<file path="src/rtl/tlul_pkg.sv">
// Minimal TL-UL bus package: bus widths, channel opcodes and the A/D channel structs.
package tlul_pkg;

  localparam int unsigned TL_AW  = 32;
  localparam int unsigned TL_DW  = 32;
  localparam int unsigned TL_AIW = 8;
  localparam int unsigned TL_DIW = 1;
  localparam int unsigned TL_SZW = 2;
  localparam int unsigned TL_UW  = 16;

  typedef enum logic [2:0] {
    PutFullData    = 3'h0,
    PutPartialData = 3'h1,
    Get            = 3'h4
  } tl_a_op_e;

  typedef enum logic [2:0] {
    AccessAck     = 3'h0,
    AccessAckData = 3'h1
  } tl_d_op_e;

  typedef struct packed {
    logic                a_valid;
    tl_a_op_e            a_opcode;
    logic [2:0]          a_param;
    logic [TL_SZW-1:0]   a_size;
    logic [TL_AIW-1:0]   a_source;
    logic [TL_AW-1:0]    a_address;
    logic [TL_DW/8-1:0]  a_mask;
    logic [TL_DW-1:0]    a_data;
    logic [TL_UW-1:0]    a_user;
    logic                d_ready;
  } tl_h2d_t;

  typedef struct packed {
    logic                d_valid;
    tl_d_op_e            d_opcode;
    logic [2:0]          d_param;
    logic [TL_SZW-1:0]   d_size;
    logic [TL_AIW-1:0]   d_source;
    logic [TL_DIW-1:0]   d_sink;
    logic [TL_DW-1:0]    d_data;
    logic [TL_UW-1:0]    d_user;
    logic                d_error;
    logic                a_ready;
  } tl_d2h_t;

endpackage

</file>
<file path="src/rtl/tlul_err_responder.sv">
// Sink for TL-UL requests that failed a protocol check or decode: answers each with
// an error response (one outstanding at most) and keeps a saturating error count.
module tlul_err_responder
  import tlul_pkg::*;
#(
  parameter logic [31:0] ErrData = '1,
  parameter int unsigned CntW    = 16
) (
  input  logic            clk_i,
  input  logic            rst_ni,
  input  tl_h2d_t         tl_h_i,
  output tl_d2h_t         tl_h_o,
  input  logic            cnt_clr_i,
  output logic [CntW-1:0] err_cnt_o
);

  typedef enum logic {
    IDLE = 1'b0,
    RSP  = 1'b1
  } state_e;

  state_e              state_reg, state_next;
  logic                a_ready, a_hs, d_valid;
  tl_d_op_e            d_opcode_reg;
  logic [TL_SZW-1:0]   d_size_reg;
  logic [TL_AIW-1:0]   d_source_reg;
  logic [TL_DW-1:0]    d_data_reg;
  logic                d_error_reg;
  logic [CntW-1:0]     cnt_reg, cnt_next;

  // Draining the held response frees the slot, so a new request can land the same cycle.
  assign a_ready = (state_reg == IDLE) | tl_h_i.d_ready;
  assign a_hs    = tl_h_i.a_valid & a_ready;

  always_comb begin
    state_next = state_reg;
    d_valid    = 1'b0;
    case (state_reg)
      IDLE: begin
        if (a_hs) state_next = RSP;
      end
      RSP: begin
        d_valid = 1'b1;
        if (!a_hs && tl_h_i.d_ready) state_next = IDLE;
      end
      default: state_next = IDLE;
    endcase
  end

  always_ff @(posedge clk_i or negedge rst_ni) begin
    if (!rst_ni) begin
      state_reg    <= IDLE;
      d_opcode_reg <= AccessAck;
      d_size_reg   <= '0;
      d_source_reg <= '0;
      d_data_reg   <= '0;
      d_error_reg  <= 1'b0;
    end else begin
      state_reg <= state_next;
      if (a_hs) begin
        d_opcode_reg <= (tl_h_i.a_opcode == Get) ? AccessAckData : AccessAck;
        d_data_reg   <= (tl_h_i.a_opcode == Get) ? ErrData : '0;
        d_size_reg   <= tl_h_i.a_size;
        d_source_reg <= tl_h_i.a_source;
        d_error_reg  <= 1'b1;
      end
    end
  end

  // Clear wins over increment, but a coinciding request still counts as the first error.
  always_comb begin
    cnt_next = cnt_reg;
    if (cnt_clr_i) begin
      cnt_next = a_hs ? CntW'(1) : '0;
    end else if (a_hs && (cnt_reg != {CntW{1'b1}})) begin
      cnt_next = cnt_reg + CntW'(1);
    end
  end

  always_ff @(posedge clk_i or negedge rst_ni) begin
    if (!rst_ni) cnt_reg <= '0;
    else         cnt_reg <= cnt_next;
  end

  assign err_cnt_o = cnt_reg;

  always_comb begin
    tl_h_o          = '0;
    tl_h_o.a_ready  = a_ready;
    tl_h_o.d_valid  = d_valid;
    tl_h_o.d_opcode = d_opcode_reg;
    tl_h_o.d_size   = d_size_reg;
    tl_h_o.d_source = d_source_reg;
    tl_h_o.d_data   = d_data_reg;
    tl_h_o.d_error  = d_error_reg;
  end

  logic unused_a_fields;
  assign unused_a_fields = ^{tl_h_i.a_param, tl_h_i.a_address, tl_h_i.a_mask,
                             tl_h_i.a_data, tl_h_i.a_user};

  data_width_is_32: assert property (@(posedge clk_i) TL_DW == 32);

  d_stable_under_backpressure: assert property (
    @(posedge clk_i) disable iff (!rst_ni)
    (tl_h_o.d_valid && !tl_h_i.d_ready) |=>
      ($stable(tl_h_o.d_valid) && $stable(tl_h_o.d_opcode) && $stable(tl_h_o.d_size) &&
       $stable(tl_h_o.d_source) && $stable(tl_h_o.d_data) && $stable(tl_h_o.d_error) &&
       $stable(tl_h_o.d_param) && $stable(tl_h_o.d_sink) && $stable(tl_h_o.d_user)));

endmodule

</file>
<file path="config.mk">
export PLATFORM = sky130hd
export DESIGN_NAME = tlul_err_responder
export DESIGN_NICKNAME = d
export VERILOG_FILES = /design/src/rtl/tlul_pkg.sv /design/src/rtl/tlul_err_responder.sv
export SDC_FILE = /design/constraint.sdc
export NUM_CORES = 1
export LEC_CHECK = 0
export BUFFER_PORTS_ARGS = -buffer_cell sky130_fd_sc_hd__buf_2
export CORE_UTILIZATION = 36
export CTS_CLUSTER_DIAMETER = 120
export DETAILED_ROUTE_END_ITERATION = 16
export PLACE_DENSITY = 0.83
export SYNTH_ARGS = -nofsm -noshare
export SYNTH_HDL_FRONTEND = slang
export SYNTH_SLANG_ARGS = --single-unit
</file>
<file path="constraint.sdc">
create_clock -name clk_i -period 2 [get_ports clk_i]
set_input_delay 0.4 -clock clk_i [delete_from_list [all_inputs] [get_ports clk_i]]
set_output_delay 0.4 -clock clk_i [all_outputs]
set_load 0.005 [all_outputs]
</file>
==> impl_metrics.ini <==
[synth]
ys_top_cells_by_area = dfrtp_1 38%, buf_4 22%, mux2_2 6.5%
async_flop_share = 1.00
synth_edf_count = 0
syn_area_per_cell_um2 = 10.0
synthCells = 192
synth_top_area_share = 0.378
ys_types = 40
ys.flop_type = dfrtp_1
post-synth-top-area-cell = dfrtp_1
yosys_warnings = 0
synth.yosys.seq_area_share = 0.378
ys_ff_latch = 29
synth_area_um2 = 1920

[routing]
avgViaCountPerCell = 4.75
routedWlPerCell_um = 12.0
drc = 0
met3WireLength_um = 381
vias = 1478
top_layer_used = met4
drt-initial-drc-count = 78
wl_met2_um = 1690
wl_um = 3730
firstDrtPassIters = 4
wl_met1_um = 1610
ant_nets = 0

[timing]
setup_viol = 0
setup_tns_ps = 0
fin_worst_skew_ps = 5.72
timing.final.crit_share = 0.896
holdWs_ps = 143
fmax_ghz = 0.558
period_needed_ps = 1790
max_slew_margin = 0.509
slew_viol_final = 0
rsz0062_at_grt = false
tightest_slew_ps = 736
finalHoldViolations = 0

[grt]
track_usage = 0.135
grt_overflow_total = 0
antenna_found_initial = 0
grt_pass1_vias = 1145
grt_max_degree = 35
grt_first_pass_wirelength_um = 5490

[setup_path]
worstPathArrival_ps = 1970
start_kind = flop
end_kind = flop
path_buf_inv = 0
crit_chain = ha_1, nand4_1, nor4_1, a21oi_1, a311oi_1
critPathMaxStageDelay_ps = 430
worst_path_max_delay_cell = nor4_1
ff2ff_setup_slack_ps = 210
crit_family = simple AND/OR/NAND/NOR gates
r2r_end = err_cnt_o[14]$_DFFE_PN0P_
cp.depth = 5
reg2reg_depth = 5
path_max_fanout = 6
crit_type = reg2reg
rr_startpoint = err_cnt_o[1]$_DFFE_PN0P_
required_ps = 2180

[layout]
largest_register_ffs = 16
fillers = 497
layout-drive-gt1-share = 0.452
final_net_count = 346
post-route-util = 0.425
syn_to_final_growth_pct = 13.1
finalInstanceArea_um2 = 2170
antenna_cells = 0

[cts]
cts_buffer_depth = 2
cts_resized = 0
clk-insertion-delay-late_ps = 280
post_cts_buffers = 0
cts_hold_buffers = 0
cts-root-buf = clkbuf_8
htree_levels = 2
clkTransAtPathRegs_ps = 60
cts_tree = yes
cts_num_sinks = 29
cts-buffers-inserted = 5

[placement]
postPlaceCellArea_um2 = 2050
hpwl_um = 2780
gp_congestion = 0.896
io_buffers = 79

[pwr]
irDropWorstVdd_mv = 0.497
p_total_w = 0.00149
p_leak_nw = 1.12
powerDensity_nw_per_um2 = 687

[run]
maxCapViolations = 0

[floorplan]
initial_core_util = 0.376
die_h_um = 75.0
ios = 189
dieArea_um2 = 5630
die_x_um = 75.0
rows = 26
core_area_um2 = 5110

[min_path]
hold_class = in2async

[status]
status = finished, final reports clean
-- per-stage QoR --
step / setup slack (ps) / std cells
floorplan: 318 / 213
global route: 17.9 / 311
global placement: 245 / 303
detailed placement: 215 / 303
finish: 209 / 311
CTS: 177 / 311
-- cell families after synthesis --
kind of cell	Yosys count	synth area share
other	1	0.00195
multiplexers	13	0.0802
AO/OA/AOI/OAI	28	0.0900
AND/OR/NAND/NOR	57	0.207
adder cells (fa/ha/maj)	1	0.00652
buffers and inverters	63	0.236
flip-flops	29	0.378
-- cell type report --
type | count | area, um^2 | share of cell area
multi-input cells | 121 | 820 | 0.378
flip-flops and latches | 29 | 726 | 0.334
repair buffers | 82 | 418 | 0.193
well taps | 70 | 87.6 | 0.0403
clock buffers | 7 | 86.3 | 0.0398
clock inverters | 1 | 30.0 | 0.0138
inverters | 1 | 3.75 | 0.00173
-- power breakdown --
group | internal (W) | leakage, nW | switching [W]
Clock | 0.000406 | 0.0585 | 0.000216
Sequential | 0.000625 | 0.371 | 0.0000303
Combinational | 0.000111 | 0.695 | 0.000104
Total | 0.00114 | 1.12 | 0.000351
-- placed cells by master (no fill, tap or decap), drive strengths merged, types with 2 or more instances in the layout --
cell type  netlist  layout
o211ai           2       2
clkbuf           2       7
nor3             5       5
and3             3       3
a41oi            2       2
mux2            13      13
nor4             5       5
nand2b           3       3
or3              5       5
a311oi           2       2
a21oi            9       9
conb             1      22
nor2             6       6
nor2b            4       4
and4             4       4
buf             60      82
o21ai            8       8
dfrtp           29      29
nand3            6       6
nand2            7       7
nand4            4       4
a211oi           2       2
-- synth_stat cells, types with 3 or more instances --
cell,n
mux2_2,11
nand2_1,7
nor3_1,5
and4_1,4
nand2b_1,3
a21oi_1,9
nor2_1,6
nor2b_1,4
nand3_1,5
nor4_1,3
or3_1,5
o21ai_0,8
dfrtp_1,29
buf_4,57
-- worst max path at each step --
stage | end | start
floorplan | err_cnt_o[8]$_DFFE_PN0P_ | err_cnt_o[0]$_DFFE_PN0P_
global placement | err_cnt_o[8]$_DFFE_PN0P_ | err_cnt_o[1]$_DFFE_PN0P_
detailed placement | err_cnt_o[1]$_DFFE_PN0P_ | err_cnt_o[1]$_DFFE_PN0P_
CTS | err_cnt_o[1]$_DFFE_PN0P_ | err_cnt_o[1]$_DFFE_PN0P_
global route | tl_h_o[24] | d_data_reg[30]$_DFFE_PN0P_
finish | err_cnt_o[14]$_DFFE_PN0P_ | err_cnt_o[1]$_DFFE_PN0P_
-- layer usage --
layer	global-route usage	up-vias
li1	-	703
met1	0.167	673
met2	0.209	96
met3	0.0469	6
met4	0.0650	0
met5	0	-
-- worst register-to-register path, stage by stage (launching register included) --
cell      delay [ps]
dfrtp_1          400
ha_1             280
nand4_1          220
nor4_1           430
a21oi_1          120
a311oi_1         250
No activity file was read; power rests on OpenSTA's default activity.
